==> src/rtl/qpsk_pkg.sv <==
// Shared QPSK/BPSK definitions: mode constants, FSM states, symbol payload and
// the symbol-to-phase-offset mapping used by the modulator and the demodulator.
package qpsk_pkg;

  localparam logic MODE_QPSK = 1'b0;
  localparam logic MODE_BPSK = 1'b1;

  typedef enum logic {
    IDLE = 1'b0,
    RUN  = 1'b1
  } state_e;

  typedef struct packed {
    logic odd;
    logic even;
  } sym_t;

  // Starting LUT index for a symbol; BPSK only looks at the even bit
  function automatic int unsigned phase_offset(input sym_t bits, input logic mode,
                                               input int unsigned lut_depth);
    int unsigned quarter;
    int unsigned offset;
    quarter = lut_depth / 4;
    offset  = 0;
    if (mode == MODE_BPSK) begin
      offset = bits.even ? 2 * quarter : 0;
    end else begin
      case ({bits.odd, bits.even})
        2'b00:   offset = 0;
        2'b01:   offset = quarter;
        2'b10:   offset = 2 * quarter;
        default: offset = 3 * quarter;
      endcase
    end
    return offset;
  endfunction

endpackage

==> src/rtl/qpsk_mod_param_if.sv <==
// Symbol-in / sample-out bundle of the carrier modulator.
interface qpsk_mod_param_if #(
  parameter int unsigned DATA_W = 11
) ();

  logic                     enable;
  logic                     mode;
  logic                     sym_valid;
  logic [1:0]               sym_bits;
  logic                     sym_ready;
  logic signed [DATA_W-1:0] data_out;
  logic                     out_valid;
  logic                     sym_start;
  logic                     underrun;

  modport master (
    output enable,
    output mode,
    output sym_valid,
    output sym_bits,
    input  sym_ready,
    input  data_out,
    input  out_valid,
    input  sym_start,
    input  underrun
  );

  modport slave (
    input  enable,
    input  mode,
    input  sym_valid,
    input  sym_bits,
    output sym_ready,
    output data_out,
    output out_valid,
    output sym_start,
    output underrun
  );

endinterface

==> src/rtl/sine_rom.sv <==
// One-period signed sine table, contents fixed at elaboration; combinational read.
module sine_rom #(
  parameter int unsigned DATA_W    = 11,
  parameter int unsigned LUT_DEPTH = 100,
  parameter int unsigned AMPL      = 1000,
  localparam int unsigned ADDR_W   = $clog2(LUT_DEPTH)
) (
  input  logic [ADDR_W-1:0]        addr,
  output logic signed [DATA_W-1:0] sample_c
);

  localparam real PI = 3.14159265358979323846;

  // round(AMPL*sin(2*pi*k/LUT_DEPTH)); Taylor series over [-pi, pi] keeps it tool-portable
  function automatic int sine_entry(input int unsigned k);
    real x;
    real term;
    real sum;
    real y;
    x = 2.0 * PI * real'(k) / real'(LUT_DEPTH);
    if (x > PI) x = x - 2.0 * PI;
    term = x;
    sum  = x;
    for (int n = 1; n <= 12; n++) begin
      term = -term * x * x / real'((2 * n) * (2 * n + 1));
      sum  = sum + term;
    end
    y = real'(AMPL) * sum;
    return (y >= 0.0) ? $rtoi(y + 0.5) : $rtoi(y - 0.5);
  endfunction

  logic signed [DATA_W-1:0] rom [LUT_DEPTH];

  for (genvar k = 0; k < LUT_DEPTH; k++) begin : g_rom
    localparam logic signed [DATA_W-1:0] ENTRY = DATA_W'(sine_entry(k));
    assign rom[k] = ENTRY;
  end

  assign sample_c = rom[addr];

endmodule

==> src/rtl/qpsk_mod_param.sv <==
// QPSK/BPSK carrier modulator: one-entry symbol buffer feeding a phase-offset
// sine generator that emits SYM_SAMPLES samples per symbol with underrun reporting.
module qpsk_mod_param
  import qpsk_pkg::*;
#(
  parameter int unsigned DATA_W      = 11,
  parameter int unsigned LUT_DEPTH   = 100,
  parameter int unsigned AMPL        = 1000,
  parameter int unsigned SYM_SAMPLES = 100
) (
  input logic             clk,
  input logic             rst,
  qpsk_mod_param_if.slave bus
);

  localparam int unsigned IDX_W = $clog2(LUT_DEPTH);
  localparam int unsigned CNT_W = $clog2(SYM_SAMPLES);
  localparam logic [IDX_W-1:0] IDX_LAST = IDX_W'(LUT_DEPTH - 1);
  localparam logic [CNT_W-1:0] CNT_LAST = CNT_W'(SYM_SAMPLES - 1);

  state_e                   state_q, state_d;
  logic [IDX_W-1:0]         idx_q, idx_d;
  logic [CNT_W-1:0]         cnt_q, cnt_d;
  logic                     buf_full_q, buf_full_d;
  sym_t                     buf_sym_q, buf_sym_d;
  logic signed [DATA_W-1:0] data_q, data_d;
  logic                     valid_q, valid_d;
  logic                     start_q, start_d;
  logic                     under_q, under_d;

  logic signed [DATA_W-1:0] lut_c;
  logic                     accept_c;
  logic                     last_c;
  logic [IDX_W-1:0]         load_idx_c;

  sine_rom #(
    .DATA_W    (DATA_W),
    .LUT_DEPTH (LUT_DEPTH),
    .AMPL      (AMPL)
  ) u_rom (
    .addr     (idx_q),
    .sample_c (lut_c)
  );

  assign accept_c   = bus.sym_valid & ~buf_full_q;
  assign last_c     = (cnt_q == CNT_LAST);
  // mode is taken at load time, not at accept time
  assign load_idx_c = IDX_W'(phase_offset(buf_sym_q, bus.mode, LUT_DEPTH));

  // Next-state and output decode
  always_comb begin
    state_d    = state_q;
    idx_d      = idx_q;
    cnt_d      = cnt_q;
    buf_full_d = buf_full_q;
    buf_sym_d  = buf_sym_q;
    data_d     = data_q;
    valid_d    = 1'b0;
    start_d    = 1'b0;
    under_d    = 1'b0;

    // Accepts proceed even while the generator is frozen
    if (accept_c) begin
      buf_full_d = 1'b1;
      buf_sym_d  = sym_t'(bus.sym_bits);
    end

    if (bus.enable) begin
      case (state_q)
        IDLE: begin
          data_d = '0;
          if (buf_full_q) begin
            idx_d      = load_idx_c;
            cnt_d      = '0;
            buf_full_d = 1'b0;
            state_d    = RUN;
          end
        end
        RUN: begin
          data_d  = lut_c;
          valid_d = 1'b1;
          start_d = (cnt_q == '0);
          idx_d   = (idx_q == IDX_LAST) ? '0 : idx_q + IDX_W'(1);
          cnt_d   = cnt_q + CNT_W'(1);
          if (last_c) begin
            cnt_d = '0;
            // A waiting symbol restarts the phase with no output gap
            if (buf_full_q) begin
              idx_d      = load_idx_c;
              buf_full_d = 1'b0;
            end else begin
              under_d = 1'b1;
              state_d = IDLE;
            end
          end
        end
        default: state_d = IDLE;
      endcase
    end
  end

  always_ff @(posedge clk or posedge rst) begin
    if (rst) begin
      state_q    <= IDLE;
      idx_q      <= '0;
      cnt_q      <= '0;
      buf_full_q <= 1'b0;
      buf_sym_q  <= '0;
      data_q     <= '0;
      valid_q    <= 1'b0;
      start_q    <= 1'b0;
      under_q    <= 1'b0;
    end else begin
      state_q    <= state_d;
      idx_q      <= idx_d;
      cnt_q      <= cnt_d;
      buf_full_q <= buf_full_d;
      buf_sym_q  <= buf_sym_d;
      data_q     <= data_d;
      valid_q    <= valid_d;
      start_q    <= start_d;
      under_q    <= under_d;
    end
  end

  assign bus.sym_ready = ~buf_full_q;
  assign bus.data_out  = data_q;
  assign bus.out_valid = valid_q;
  assign bus.sym_start = start_q;
  assign bus.underrun  = under_q;

endmodule

==> src/flat_wrapper.sv <==
// flat-port wrapper written by rule: the top's interface ports become plain ports
module qpsk_mod_param_flat import qpsk_pkg::*;
#(
  parameter int unsigned DATA_W      = 11,
  parameter int unsigned LUT_DEPTH   = 100,
  parameter int unsigned AMPL        = 1000,
  parameter int unsigned SYM_SAMPLES = 100
)
  (clk, rst, bus_enable, bus_mode, bus_sym_valid, bus_sym_bits, bus_sym_ready, bus_data_out, bus_out_valid, bus_sym_start, bus_underrun);
  qpsk_mod_param_if #(.DATA_W(DATA_W)) bus_i ();
  input logic clk;
  input logic rst;
  input wire logic [$bits(bus_i.enable)-1:0] bus_enable;
  input wire logic [$bits(bus_i.mode)-1:0] bus_mode;
  input wire logic [$bits(bus_i.sym_valid)-1:0] bus_sym_valid;
  input wire logic [$bits(bus_i.sym_bits)-1:0] bus_sym_bits;
  output wire logic [$bits(bus_i.sym_ready)-1:0] bus_sym_ready;
  output wire logic [$bits(bus_i.data_out)-1:0] bus_data_out;
  output wire logic [$bits(bus_i.out_valid)-1:0] bus_out_valid;
  output wire logic [$bits(bus_i.sym_start)-1:0] bus_sym_start;
  output wire logic [$bits(bus_i.underrun)-1:0] bus_underrun;
  assign bus_i.enable = bus_enable;
  assign bus_i.mode = bus_mode;
  assign bus_i.sym_valid = bus_sym_valid;
  assign bus_i.sym_bits = bus_sym_bits;
  assign bus_sym_ready = bus_i.sym_ready;
  assign bus_data_out = bus_i.data_out;
  assign bus_out_valid = bus_i.out_valid;
  assign bus_sym_start = bus_i.sym_start;
  assign bus_underrun = bus_i.underrun;
  qpsk_mod_param #(.DATA_W(DATA_W), .LUT_DEPTH(LUT_DEPTH), .AMPL(AMPL), .SYM_SAMPLES(SYM_SAMPLES)) u_core (.clk(clk), .rst(rst), .bus(bus_i));
endmodule
==> config.mk <==
export PLATFORM = sky130hd
export DESIGN_NAME = qpsk_mod_param_flat
export DESIGN_NICKNAME = d
export VERILOG_FILES = /design/src/rtl/qpsk_pkg.sv /design/src/rtl/qpsk_mod_param_if.sv /design/src/rtl/sine_rom.sv /design/src/rtl/qpsk_mod_param.sv /design/src/flat_wrapper.sv
export SDC_FILE = /design/constraint.sdc
export NUM_CORES = 1
export LEC_CHECK = 0
export ABC_AREA = 1
export ABC_CLOCK_PERIOD_IN_PS = 2400
export CAP_MARGIN = 0
export CORE_MARGIN = 8
export CORE_UTILIZATION = 45
export CTS_CLUSTER_SIZE = 28
export DETAILED_ROUTE_END_ITERATION = 6
export PLACE_DENSITY = 0.61
export SETUP_SLACK_MARGIN = 0.5
export SYNTH_ARGS = -nofsm -noshare
export SYNTH_HDL_FRONTEND = slang
export SYNTH_HIERARCHICAL = 1
export SYNTH_SLANG_ARGS = --single-unit
==> constraint.sdc <==
create_clock -name clk -period 2.4 [get_ports clk]
set_clock_uncertainty 0.05 [all_clocks]
set_input_delay 0.36 -clock clk [delete_from_list [all_inputs] [get_ports clk]]
set_output_delay 0.36 -clock clk [all_outputs]
set_load 0.03 [all_outputs]
==> flow_summary.toml, run 1 <==
[synthesis]
yosys.area.top_type = "dfrtp_1"
yosys.area_share.adder_pct = 6.89
synth_area_leaders = "dfrtp_1 (26%), nand2_1 (19%), nand3_1 (13%)"
synth-edff-count = 0
synth_ff_type = "dfrtp_1"
yosysWarnings = 6
syn_area_per_cell_sq_um = 6.39
ys_seq_elements = 32
seq_area_frac_synth_pct = 25.9
async_flop_share_pct = 100
synthSimpleGateAreaFrac_pct = 41.9
synth_compound_area_share_pct = 13.3
netlist_area_sq_um = 3090
synthDistinctLibCells = 32
synth_mux_area_share_pct = 0
synthesis.nets = 507
synth_top_family_by_area = "simple AND/OR/NAND/NOR gates"
synthXorXnorAreaFrac_pct = 1.13
synth_cells = 483
yosysTopAreaCellShare_pct = 25.9

[floorplan]
die-area_sq_um = 9770
core_sq_um = 6720
initial_core_util_pct = 45.9
die_w_microns = 98.8
num_rows = 30
die_h_microns = 98.8
pin_count = 22

[power]
power_leakage_uw = 0.00181
irDropWorstVdd_mv = 0.687
powerDensity_nw_per_um2 = 1510

[drt]
wl_per_cell_microns = 17.0
drtAntennaViolNets = 0
route.detailed.drc = 0
dr.pass1.iters = 7
via_per_inst = 5.86
routed-via-count = 3459
drt_iter0_markers = 441
wirelength_mm = 10.0

[cells_and_area]
nFillCells = 695
drive_above_1_share_pct = 13.3
diodes = 0
instances_no_fill = 590
multi_input_area_sq_um = 2020
syn2layout_area_growth_pct = 16.6
ff_latch_area_sq_um = 803
fin_nets = 533

[timing]
timing.fmax_ghz = 0.547
finalSetupViolations = 0
rsz0062_at_grt = "yes"
fin_crit_sh_pct = 76.2
period_needed_ns = 1.83
worst_slew_pin_slew_ns = 0.415
max-slew-margin-rel_pct = 72.3
slew_violations = 0
tns_ns = 0
finalHoldViolCount = 0

[worst_setup_path]
worstPathArrival_ns = 1.95
critPathRequiredTime_ns = 2.52
cp_slowest_stage_delay_ns = 0.52
cp_num_buf_inv = 2
crit_top_cell = "inv_1"
cp_cell_sequence = "inv_1 -> nor2_1 -> nand3_1 -> o22ai_1 -> inv_1 -> a22o_1"
cp-start-kind = "flip-flop"
crit_family = "flip-flops"
worstSetupPathType = "reg2reg"
crit_path_top_delay_cell = "dfrtp_1"
critPathMaxFanout = 9
end_kind = "flip-flop"

[worst_hold_path]
hp-class = "in2async"

[outcome]
status = "completed"

[placement]
gp_congestion = 0.974
io_buffers = 21
dp_cells = 579
hpwlAfterDp_mm = 7.29

[global_route]
grt_max_degree = 38
grt_use_total_pct = 20.9
grt_pass1_wl_mm = 16.6
grt_antenna_before_repair = 0
grt_pass1_vias = 3294
overflow = 0

[clock_network]
cts-root-buf = "clkbuf_8"
cts_tree = "yes"
htreeDepth = 2
numClockSinks = 32
clkTransAtPathRegs_ns = 0.07
cts_buffers = 5
clk_latency_ns = 0.28
cts-hold-fix-buffers = 0
cts_buffer_depth = 2

[job]
maxCapViolations = 0
## worst min-delay path: stages
cell and delay (ns):
clkdlybuf4s50_1 0.40, inv_1 0.05, buf_4 0.36
## worst paths after layout
kind,start,slack [ns],depth (start not counted),to
max in group asynchronous,rst,1.54,3,u_core/idx_q[1]$_DFFE_PP0P_
max reg2reg,u_core/idx_q[5]$_DFFE_PP0P_,0.57,6,u_core/bus.data_out[9]$_DFFE_PP0P_
max,u_core/idx_q[5]$_DFFE_PP0P_,0.57,6,u_core/bus.data_out[9]$_DFFE_PP0P_
min reg2reg,u_core/bus.data_out[6]$_DFFE_PP0P_,0.46,1,u_core/bus.data_out[6]$_DFFE_PP0P_
min in group clk,u_core/bus.data_out[6]$_DFFE_PP0P_,0.46,1,u_core/bus.data_out[6]$_DFFE_PP0P_
min,rst,0.42,3,u_core/bus.data_out[4]$_DFFE_PP0P_
## layout make-up
cell class,instances,share of cell area (%)
inverter,49,5.53
multi-input combinational,383,56.2
clock inverter,2,0.973
clock buffer,6,2.02
sequential,32,22.3
timing repair buffer,38,10.1
tap,80,2.78
## cell families (layout without fill, tap and decap cells)
group	count (synthesis)	in the layout
AOI/OAI and AO/OA	67	67
xor gates and xnor gates	4	4
adders and majority gates	17	17
DFF	32	32
buffers and inverters	69	95
and+or+nand+nor	294	295
## cells in the mapped netlist (3+ instances only)
cell / count
nand2_1: 153
nand4_1: 6
o211ai_1: 7
a22o_1: 11
buf_6: 4
a21oi_1: 22
nor2_1: 33
xor2_1: 3
buf_2: 10
nand2_2: 7
ha_1: 17
nand2_4: 3
o22ai_1: 5
inv_1: 44
buf_4: 4
o21ai_0: 18
nor3_1: 3
inv_2: 3
nand3_1: 83
dfrtp_1: 32
## sequential cells by signal, summed over array words and instances (netlist names)
name	count
u_core/buf_sym_q	2
u_core/idx_q	7
u_core/cnt_q	7
u_core/buf_full_q	1
u_core/bus.out_valid	1
u_core/bus.sym_start	1
u_core/state_q	1
u_core/bus.underrun	1
u_core/bus.data_out	11
## routing by layer
layer | GRT usage [%] | vias up | share of wire, %
met5 | 0 | - | 0
met4 | 10.2 | 0 | 4.3
met3 | 3.24 | 50 | 8.8
met2 | 35.3 | 184 | 47
met1 | 25.1 | 1570 | 40
li1 | - | 1655 | -
## placed cells by master (no fill, tap or decap), types with 2 or more instances in the layout
cell and count:
inv_4 2, nor2_2 3, a22o_1 11, dfrtp_1 30, nor3_1 2, inv_2 4, o22ai_1 5, dfrtp_2 2
a21oi_1 22, clkbuf_8 5, nor2_1 32, nand2_2 17, ha_2 4, clkdlybuf4s50_1 20, nand4_1 6, buf_4 14
ha_1 12, nand2_1 143, nand2_4 4, nand3_1 82, inv_1 41, o21ai_0 17, buf_12 2, o21a_1 2
xor2_1 3, o211ai_1 7
## metrics by stage
stage / utilization [%] / instance area, sq um / hold slack [ns] / setup slack (ns) / power, uW
3_5_place_dp: 50.3 / 3380 / 0.448 / 0.432 / 4650
6_report: 53.6 / 3600 / 0.419 / 0.571 / 5450
5_1_grt: 53.6 / 3600 / 0.481 / 0.461 / 5940
4_1_cts: 52.1 / 3500 / 0.426 / 0.512 / 5210
3_3_place_gp: 50.3 / 3380 / 0.445 / 0.418 / 4690
2_1_floorplan: - / 3090 / 0.426 / 0.515 / 3590
## what timing repair did
action / in CTS / in global routing
setup endpoints to repair: 6 / 10
gates resized for setup: 6 / 26
cloned: 0 / 1
buffers inserted: 0 / 2
## power breakdown
part           switching, uW  internal, uW
sequential               189           724
clock                    201           308
combinational           2620          1400
total                   3010          2430
No activity file was read; power rests on OpenSTA's default activity.
==> run 2: changes to the inputs <==
--- a/config.mk
+++ b/config.mk
@@ -6,13 +6,13 @@
 export NUM_CORES = 1
 export LEC_CHECK = 0
 export ABC_AREA = 1
-export ABC_CLOCK_PERIOD_IN_PS = 2400
+export ABC_CLOCK_PERIOD_IN_PS = 1500
 export CAP_MARGIN = 0
 export CORE_MARGIN = 8
 export CORE_UTILIZATION = 45
 export CTS_CLUSTER_SIZE = 28
 export DETAILED_ROUTE_END_ITERATION = 6
-export PLACE_DENSITY = 0.61
+export PLACE_DENSITY = 0.63
 export SETUP_SLACK_MARGIN = 0.5
 export SYNTH_ARGS = -nofsm -noshare
 export SYNTH_HDL_FRONTEND = slang
==> constraint.sdc (replaced) <==
create_clock -name clk -period 1.5 [get_ports clk]
set_clock_uncertainty 0.05 [all_clocks]
set_input_delay 0.225 -clock clk [delete_from_list [all_inputs] [get_ports clk]]
set_output_delay 0.225 -clock clk [all_outputs]
set_load 0.03 [all_outputs]
==> run 2 against run 1 <==
The run now ends with negative setup slack left. Routed wire length grew 25%. Non-clock buffer count is 85 higher. Register-to-register slack worse by 0.89 ns. Sequential power up 65%. Global-route usage is 3.4 points higher. Count of clock-buffer cells in the layout unchanged. First-iteration DRC count decreased by 5.0%. Core utilization is 17 points higher. Critical path type unchanged.
==> flow_summary.toml, run 2 (synthesized netlist as in run 1, its figures left out) <==
[timing]
finalSetupViolations = 15
period_needed_ns = 1.82
slew_violations = 0
layout_setup_ws_ns = -0.320
rsz0062_at_grt = "yes"
finalHoldViolCount = 0
max-slew-margin-rel_pct = 69.9
worst_slew_pin_slew_ns = 0.451
tns_ns = -2.95
fin_crit_sh_pct = 121
timing.fmax_ghz = 0.550
whs_ns = 0.213

[clock_network]
cts_tree = "yes"
cts_buffer_depth = 2
htreeDepth = 2
cts-root-buf = "clkbuf_8"
numClockSinks = 32
cts-hold-fix-buffers = 0
clk_latency_ns = 0.29
cts_buffers = 5
clkTransAtPathRegs_ns = 0.08

[global_route]
grt_use_total_pct = 24.3
overflow = 0
grt_max_degree = 33
grt_pass1_wl_mm = 19.0
grt_pass1_vias = 3719
grt_antenna_before_repair = 0

[cells_and_area]
nFillCells = 540
syn2layout_area_growth_pct = 54.2
layout_common_cells = "nand2_1 (132), buf_4 (80), nand3_1 (68)"
largest_reg_flops = 11
instances_no_fill = 674
drive_above_1_share_pct = 38.7
diodes = 0
final_area_sq_um = 4760
fin_nets = 617
final_common_cell = "nand2_1"
utilization_pct = 70.8

[placement]
placed_area_sq_um = 3990
hpwlAfterDp_mm = 8.57
gp_congestion = 0.952
io_buffers = 21
dp_cells = 643

[drt]
route.detailed.drc = 0
dr.pass1.iters = 6
drtAntennaViolNets = 0
drt_iter0_markers = 419
wl_per_cell_microns = 18.6
wirelength_mm = 12.5
via_per_inst = 5.80
routed-via-count = 3907

[floorplan]
die_h_microns = 98.8
die_w_microns = 98.8
core_sq_um = 6720
initial_core_util_pct = 45.9
die-area_sq_um = 9770
pin_count = 22
num_rows = 30

[worst_setup_path]
reg2reg_from = "u_core/idx_q[1]$_DFFE_PP0P_"
rr_worst_depth = 11
cp_slowest_stage_delay_ns = 0.48
critPathMaxFanout = 6
r2r-end = "u_core/bus.data_out[1]$_DFFE_PP0P_"
critPathRequiredTime_ns = 1.64
end_kind = "flip-flop"
rrSetupSlack_ns = -0.32
crit_path_top_delay_cell = "dfrtp_2"
cp-start-kind = "flip-flop"
worstPathArrival_ns = 1.96
cp_cell_sequence = "inv_4 -> ha_4 -> inv_4 -> nand2_4 -> nand3_1 -> nand3_1 -> nand3_2 -> nand2_1 -> inv_1 -> nand2_1 -> a22o_1"
worstSetupPathType = "reg2reg"

[power]
powerDensity_nw_per_um2 = 2360
irDropWorstVdd_mv = 1.23
power_leakage_uw = 0.00238

[outcome]
violations = "negative setup slack"
status = "finished, violations left"

[job]
maxCapViolations = 0

[worst_hold_path]
hp-class = "in2async"
-- run 2: worst max-delay path, delay by kind of cell, from the launching register on --
kind	cells	cell delay (ns)
compound gates	1	0.20
fa+ha+maj	1	0.24
buf+inv	3	0.25
flops	1	0.48
simple gates	6	0.48
-- run 2: metal layers --
layer / share of wire, % / wire, microns / global-route usage (%) / vias up
met5: 0 / 0 / 0 / -
met4: 6.0 / 753 / 12.4 / 0
met3: 6.5 / 809 / 3.31 / 67
met2: 49 / 6150 / 41.6 / 206
met1: 38 / 4820 / 28.9 / 1818
li1: - / - / - / 1816
-- run 2: layout make-up --
cell class | count | area [sq um] | share of cell area, %
clock inverter | 2 | 35.0 | 0.736
timing repair buffer | 123 | 1140 | 24.0
sequential | 32 | 810 | 17.0
clock buffer | 6 | 72.6 | 1.53
multi-input combinational | 382 | 2390 | 50.1
inverter | 49 | 214 | 4.50
tap | 80 | 100 | 2.10
-- run 2: timing repair --
action,CTS,global route
setup buffers,8,15
gates resized for setup,166,62
setup endpoints to repair,44,45
pin swaps,8,28
-- run 2: how the worst max path moves through the flow --
stage / start / cells after the start / slack [ns] / end
global placement: u_core/idx_q[1]$_DFFE_PP0P_ / 8 / -0.33 / u_core/bus.data_out[3]$_DFFE_PP0P_
floorplan: u_core/idx_q[1]$_DFFE_PP0P_ / 12 / -0.17 / u_core/bus.data_out[3]$_DFFE_PP0P_
global route: u_core/idx_q[1]$_DFFE_PP0P_ / 10 / -0.42 / u_core/bus.data_out[7]$_DFFE_PP0P_
CTS: u_core/idx_q[1]$_DFFE_PP0P_ / 9 / -0.25 / u_core/bus.data_out[6]$_DFFE_PP0P_
detailed placement: u_core/idx_q[1]$_DFFE_PP0P_ / 10 / -0.37 / u_core/bus.data_out[5]$_DFFE_PP0P_
finish: u_core/idx_q[1]$_DFFE_PP0P_ / 11 / -0.32 / u_core/bus.data_out[1]$_DFFE_PP0P_
-- run 2: through the flow --
stage | setup slack, ns | power, uW
final | -0.320 | 11200
after global routing | -0.423 | 12000
after CTS | -0.249 | 10400
after detailed placement | -0.369 | 8860
after global placement | -0.326 | 8880
after floorplan | -0.166 | 5900
-- run 2: where the power goes --
| group | total, uW | switching (uW) | internal, uW |
|---|---|---|---|
| Sequential | 1510 | 338 | 1170 |
| Combinational | 8890 | 5100 | 3790 |
| Clock | 850 | 357 | 493 |
==> run 3: changes to the inputs <==
--- a/config.mk
+++ b/config.mk
@@ -8,8 +8,10 @@
 export ABC_AREA = 1
 export ABC_CLOCK_PERIOD_IN_PS = 1500
 export CAP_MARGIN = 0
+export CORE_ASPECT_RATIO = 1.2
 export CORE_MARGIN = 8
 export CORE_UTILIZATION = 45
+export CTS_BUF_LIST = sky130_fd_sc_hd__clkbuf_16
 export CTS_CLUSTER_SIZE = 28
 export DETAILED_ROUTE_END_ITERATION = 6
 export PLACE_DENSITY = 0.63
==> run 3 against run 2 <==
The flow still finishes with violations (negative setup slack). Critical path depth shrank 2. First-iteration DRC count fell by 22%. Final area rose by 1.8%. Maximum frequency is 0.23% lower. Combinational power rose by 2%. Count of clock-buffer cells in the layout decreased by 1. Sequential cell count did not move. Sequential share of layout area shrank 0.30 points. Sequential power is 3% higher. Die area up 0.11%. Critical endpoint is now u_core/bus.data_out[5]$_DFFE_PP0P_. Largest cell class unchanged. Largest power group unchanged.
==> flow_summary.toml, run 3 (synthesized netlist as in run 1, its figures left out) <==
[worst_setup_path]
crit_path_top_delay_cell = "dfrtp_2"
worstSetupPathType = "reg2reg"
cp_cell_sequence = "clkinv_4 -> ha_4 -> inv_6 -> nand2_4 -> buf_4 -> nand3_1 -> o2111ai_1 -> nand2_1 -> a22o_1"
cp_slowest_stage_delay_ns = 0.44
end_kind = "flip-flop"
cp_num_buf_inv = 3
crit_family = "flip-flops"
critPathMaxFanout = 5
critPathRequiredTime_ns = 1.62
cp-start-kind = "flip-flop"
worstPathArrival_ns = 1.94

[placement]
dp_cells = 647
hpwlAfterDp_mm = 8.25
place_ws_ns = -0.344
gp_congestion = 1.02
io_buffers = 21

[cells_and_area]
largest_reg_flops = 11
syn2layout_area_growth_pct = 57.0
instances_no_fill = 674
nFillCells = 535
diodes = 0
layout_common_cells = "nand2_1 (127), buf_4 (71), nand3_1 (60)"
drive_above_1_share_pct = 40.9
fin_nets = 610
final_common_cell = "nand2_1"

[drt]
drtAntennaViolNets = 0
wirelength_mm = 11.9
dr.pass1.iters = 7
route.detailed.drc = 0
drt_iter0_markers = 326
wl_per_cell_microns = 17.7
routed-via-count = 3864
via_per_inst = 5.73

[worst_hold_path]
hp-class = "in2async"

[power]
total_power_uw = 11800
irDropWorstVdd_mv = 1.10
power_leakage_uw = 0.00239
powerDensity_nw_per_um2 = 2440

[outcome]
status = "finished, violations left"
violations = "negative setup slack"

[timing]
finalHoldViolCount = 0
whs_ns = 0.234
timing.fmax_ghz = 0.548
worst_slew_pin_slew_ns = 0.398
max-slew-margin-rel_pct = 73.5
layout_setup_ws_ns = -0.324
period_needed_ns = 1.82
slew_violations = 0
tns_ns = -2.91
rsz0062_at_grt = "yes"
fin_crit_sh_pct = 122
finalSetupViolations = 13

[clock_network]
clkTransAtPathRegs_ns = 0.06
numClockSinks = 32
cts-hold-fix-buffers = 0
cts_buffers = 5
cts_buffer_depth = 2
htreeDepth = 2
cts_tree = "yes"
clk_latency_ns = 0.28
cts-root-buf = "clkbuf_16"

[floorplan]
core_sq_um = 6730
num_rows = 33
die-area_sq_um = 9780
initial_core_util_pct = 45.9
pin_count = 22
die_h_microns = 107
die_w_microns = 91.6

[global_route]
overflow = 0
grt_antenna_before_repair = 0
grt_pass1_vias = 3905
grt_use_total_pct = 23.8
grt_pass1_wl_mm = 18.8
grt_max_degree = 33

[job]
maxCapViolations = 0
==> run 3: per-layer routing <==
layer | up-vias | GRT usage, % | wire length [microns]
li1 | 1801 | - | -
met5 | - | 0 | 0
met4 | 0 | 17.1 | 783
met2 | 195 | 41.8 | 6010
met1 | 1801 | 25.6 | 4470
met3 | 67 | 3.56 | 640
==> run 3: tightest hold or removal path: stages <==
cell and delay [ns]:
clkdlybuf4s50_1 0.39, inv_1 0.09, buf_12 0.22
==> run 3: where the power goes <==
group	switching [uW]	total [uW]	internal, uW	leakage [uW]
sequential	378	1550	1170	0.000397
combinational	5160	9060	3910	0.00191
clock	405	1190	780	0.0000798
total	5940	11800	5860	0.00239
==> run 3: path summary, 6_finish.rpt <==
path / end / depth (start not counted) / slack [ns] / from
min in group clk: u_core/state_q$_DFFE_PP0P_ / 3 / 0.43 / bus_enable
worst min-delay path: u_core/cnt_q[6]$_DFFE_PP0P_ / 3 / 0.23 / rst
worst max register to register: u_core/bus.data_out[5]$_DFFE_PP0P_ / 9 / -0.32 / u_core/idx_q[0]$_DFFE_PP0P_
worst min register to register: u_core/bus.data_out[6]$_DFFE_PP0P_ / 1 / 0.49 / u_core/bus.data_out[6]$_DFFE_PP0P_
max in group asynchronous: u_core/idx_q[0]$_DFFE_PP0P_ / 3 / 0.97 / rst
worst max-delay path: u_core/bus.data_out[5]$_DFFE_PP0P_ / 9 / -0.32 / u_core/idx_q[0]$_DFFE_PP0P_
==> run 3: area by class of cell <==
class                   count  area (sq um)  share of cell area (%)
flip-flops and latches     32           810                    16.7
repair buffers            116          1090                    22.5
well taps                  87           109                    2.25
clock inverters             3          42.5                   0.878
inverters                  49           211                    4.36
multi-input cells         382          2450                    50.7
clock buffers               5           125                    2.58
==> run 3: stage by stage <==
stage	area, sq um	utilization, %
global placement	3970	59.0
global route	4840	72.0
floorplan	3160	-
detailed placement	3970	59.0
CTS	4560	67.8
finish	4840	72.0
==> run 3: repair_timing <==
| item | CTS | global route |
|---|---|---|
| gates resized for setup | 186 | 57 |
| pin swaps | 20 | 42 |
| setup endpoints to repair | 44 | 47 |
| buffers inserted | 12 | 7 |
| endpoints found under the hold margin | 0 | 0 |
==> RTL change 1 (settings of run 1) <==
`SYM_SAMPLES` is set to 100 in 2 places; all go to 200.
--- a/src/rtl/qpsk_mod_param.sv
+++ b/src/rtl/qpsk_mod_param.sv
@@ -7,5 +7,5 @@
   parameter int unsigned LUT_DEPTH   = 100,
   parameter int unsigned AMPL        = 1000,
-  parameter int unsigned SYM_SAMPLES = 100
+  parameter int unsigned SYM_SAMPLES = 200
 ) (
   input logic             clk,
--- a/src/flat_wrapper.sv
+++ b/src/flat_wrapper.sv
@@ -5,5 +5,5 @@
   parameter int unsigned LUT_DEPTH   = 100,
   parameter int unsigned AMPL        = 1000,
-  parameter int unsigned SYM_SAMPLES = 100
+  parameter int unsigned SYM_SAMPLES = 200
 )
   (clk, rst, bus_enable, bus_mode, bus_sym_valid, bus_sym_bits, bus_sym_ready, bus_data_out, bus_out_valid, bus_sym_start, bus_underrun);
Check against the original RTL: same outputs for any inputs over 4 cycles, from zero or initial values and one cycle with rst high; that may be too few to reach the edited logic, so the function may still have changed.
==> RTL change 1 against run 1 <==
Sequential cell count rose by 1. Power fell by 0.23%. The run now ends with DRC left. Critical path type unchanged. Setup slack got worse by 0.037 ns. Largest power group unchanged. Via count rose by 5.1%. Design area rose by 9.7%. Wire length rose by 3.5%. Area after synthesis rose by 2.6%.
==> RTL change 1: results (changes against run 1) <==
STA
  – Slew margin rel.: 68.2% (-4.2 points)

Setup path
  – Crit-path max cell delay: 0.43 ns (-0.09 ns)
  – Worst path arrival time: 1.99 ns (+0.04 ns)
  – Critical R2R Capture: u_core/bus.data_out[2]$_DFFE_PP0P_
  – CP top delay family: simple AND/OR/NAND/NOR gates
  – R2r setup slk: 0.53 ns (-0.04 ns)

Placed design
  – DPL Wire Length: 7220 um (-0.99%)

Outcome
  – Failing checks: DRC
  – Outcome: complete, but fails checks

Detailed routing
  – DR vias/cell: 5.78 (-1.4%)
  – M1 wire length: 4020 um (+0.22%)
  – Metal2 WL: 4820 um (+3.0%)
  – Routed len/inst: 16.5 um (-2.9%)
  – Remaining DRCs: 12 (+12)

Logic synthesis
  – Adder-Cell Fraction of Synth Area: 6.72% (-0.17 points)
  – Sequential share of the synthesized area: 26.1% (+0.14 points)
  – Count of cell types in the netlist: 30 (-6.3%)
  – Post-Synth XOR/XNOR Area: 0.830% (-0.30 points)
  – Synthesized Nets: 524 (+3.4%)
  – Compound-gate portion of the synthesized area: 13.3% (-0.016 points)
  – Commonest cells in the netlist: 155 x nand2_1, 83 x nand3_1, 45 x inv_1

Layout
  – Final Non-Filler Cells: 629 (+6.6%)
  – Post-layout nets: 556 (+4.3%)
  – Layout cells sized above 1: 20.1% (+6.7 points)

Pwr
  – VDD IR max: 0.000440 V (-36%)
  – Pleak: 1.94 nW (+7.1%)

GRT
  – GR Util met2: 35.6% (+0.26 points)
  – Met1 usage: 24.9% (-0.23 points)
  – GR Util met3: 3.53% (+0.29 points)
  – Vias in the first global route: 3509 (+6.5%)
-- RTL change 1: logic make-up (layout without fill, tap and decap cells) --
group,count (synthesis),count (layout)
adder cells (fa/ha/maj),17,17
AO/OA/AOI/OAI,70,70
buffers and inverters,71,104
flip-flops,33,33
XOR/XNOR,3,3
AND/OR/NAND/NOR,306,306
-- RTL change 1: cell type report --
cell class,instances,area [um^2],area share (%)
Clock buffer,7,86.3,2.19
Tap cell,96,120,3.04
Multi-Input combinational cell,396,2250,57.0
Clock inverter,1,30.0,0.760
Timing Repair Buffer,45,424,10.7
Sequential cell,33,831,21.0
Inverter,51,208,5.26
-- RTL change 1: repair_timing --
action                     CTS  global route
hold buffers                 0             0
resized for setup            8            69
buffers inserted             4             4
pin swaps                    1            25
setup endpoints to repair    8            12
-- RTL change 1: power breakdown --
part / internal [mW] / switching, mW / leakage, nW
Combinational: 1.42 / 2.54 / 1.47
Sequential: 0.729 / 0.188 / 0.411
Clock: 0.339 / 0.211 / 0.0585
Total: 2.49 / 2.94 / 1.94
==> RTL change 2 (flow settings as in run 1) <==
Without the edit above. Make the reset (`rst`) synchronous in one clocked block.
--- a/src/rtl/qpsk_mod_param.sv
+++ b/src/rtl/qpsk_mod_param.sv
@@ -100,5 +100,5 @@
   end
 
-  always_ff @(posedge clk or posedge rst) begin
+  always_ff @(posedge clk) begin
     if (rst) begin
       state_q    <= IDLE;
Function: differs if rst is asserted again (counterexample within 4 cycles, from zero or initial values and one cycle with rst high); with rst held inactive, the same outputs for 4 cycles.
==> RTL change 2 against run 1 <==
Sequential share of layout area decreased by 3.8 points. Via count increased by 1.0%. Core utilization increased by 1.2 points. Critical path type unchanged. Setup slack got worse by 0.035 ns. Wire length increased by 1.2%. Sequential cell count unchanged. Design area decreased by 2.9%. Maximum frequency decreased by 1.9%. Area after synthesis decreased by 3.6%.
Power is left out: it rests on default switching activity, and per cell area and clock period it moved more than threefold.
==> RTL change 2: results (changes against run 1) <==
GRT
  – Vias in the first global route: 3452 (+4.8%)
  – First-pass GRT wire length: 16900 um (+1.8%)
  – Largest net degree at the start of global routing: 28 (-26%)
  – Initial antenna violation count: 0 (unchanged)
  – All-Layer GR Usage: 21.5% (+0.56 points)

Layout
  – Post-route core utilization: 54.7% (+1.2 points)
  – # fillers: 669 (-3.7%)
  – Post-layout nets: 548 (+2.8%)
  – Final Non-Filler Cells: 600 (+1.7%)
  – Layout cells sized above 1: 14.1% (+0.82 points)

Logic synthesis
  – Post-synth top flop: dfxtp_1
  – Count of cell types in the netlist: 35 (+9.4%)
  – Synth warnings: 6 (unchanged)
  – Fraction of registers with async set/reset: 0% (-100 points)
  – Post-Synth XOR/XNOR Area: 0.589% (-0.55 points)
  – Commonest cells in the netlist: 170 x nand2_1, 62 x nand3_1, 42 x inv_1
  – Sequential share of the synthesized area: 21.5% (-4.4 points)
  – Compound-gate portion of the synthesized area: 18.0% (+4.7 points)
  – Adder-Cell Fraction of Synth Area: 7.99% (+1.1 points)
  – Synthesized Nets: 523 (+3.2%)
  – Synth top area cells: dfxtp_1 22%, nand2_1 21%, nand3_1 10%
  – Synthesized instance count: 497 (+2.9%)

Placed design
  – DP Area: 0.00328 mm^2 (-3.0%)
  – Dpl ws: 0.215 ns (-0.217 ns)
  – Port bufs: 21 (unchanged)
  – GP Congestion: 1.04 (+6.5%)
  – Dpl cells: 588 (+1.6%)
  – DPL Wire Length: 7440 um (+2.0%)

Detailed routing
  – Final wirelength: 10100 um (+1.2%)
  – DR vias/cell: 5.83 (-0.64%)
  – Detailed Route Iter0 Violations: 395 (-10%)
  – DR pass1 iterations: 6 (-1)

Outcome
  – Outcome: complete, no violations

Setup path
  – Critical R2R Capture: u_core/bus.data_out[6]$_SDFFE_PP0P_
  – Register-to-Register Path Depth: 9 (+3)
  – R2r setup slk: 0.54 ns (-0.03 ns)
  – Slowest cell on the critical path: dfxtp_1
  – CP top delay family: simple AND/OR/NAND/NOR gates
  – Critical Path Fanout Max: 27 (+18)
  – Worst path arrival time: 2.00 ns (+0.05 ns)
  – Crit-path max cell delay: 0.36 ns (-0.16 ns)
  – Crit Reg-Reg Startpoint: u_core/idx_q[2]$_SDFFE_PP0P_

Worst hold path
  – Hold crit path type: reg -> reg
  – HP Start: u_core/cnt_q[4]$_SDFFE_PP0P_
  – Cells on Worst Hold Path: 2

Clocking
  – Post-CTS Resized: 5 (-1)
  – H-Tree Depth: 2 (unchanged)
  – # Post-CTS Setup Buffers: 3 (+3)
  – Clk slew on worst S/H paths: 0.07 ns (about the same)
  – CTS max path bufs: 2 (unchanged)

STA
  – Peak Freq: 537 MHz (-1.9%)
  – Slew @ Worst Pin: 0.755 ns (+0.339 ns)
  – Final hold slack: 0.444 ns (+0.0248 ns)
## RTL change 2: cell count changes after synthesis, sizes merged, moves of 4 or more
cell,change
dfrtp,-32
nand2,+13
o21ai,+18
nand3,-20
buf,-6
o211ai,-4
dfxtp,+32
clkbuf,+5
a22o,-11
o22ai,-5
a21oi,+10
a32o,+12
nand4,-5
## RTL change 2: cell type report
cell class / count / area share [%]
timing repair buffer: 37 / 10.2
tap: 77 / 2.76
clock inverter: 1 / 0.215
inverter: 49 / 5.51
sequential: 32 / 18.5
clock buffer: 7 / 2.47
multi-input combinational: 397 / 60.3
## RTL change 2: metal layers
layer | up-vias | GRT usage, % | part of all wire, %
met4 | 0 | 13.8 | 5.4
li1 | 1688 | - | -
met1 | 1570 | 24.0 | 40
met3 | 45 | 4.48 | 7.4
met5 | - | 0 | 0
met2 | 192 | 36.2 | 47
## RTL change 2: tightest hold or removal path, delay by kind of cell (launching register included)
family	cells	cell delay [ns]
DFF	1	0.33
and+or+nand+nor	1	0.06
AOI/OAI and AO/OA	1	0.06
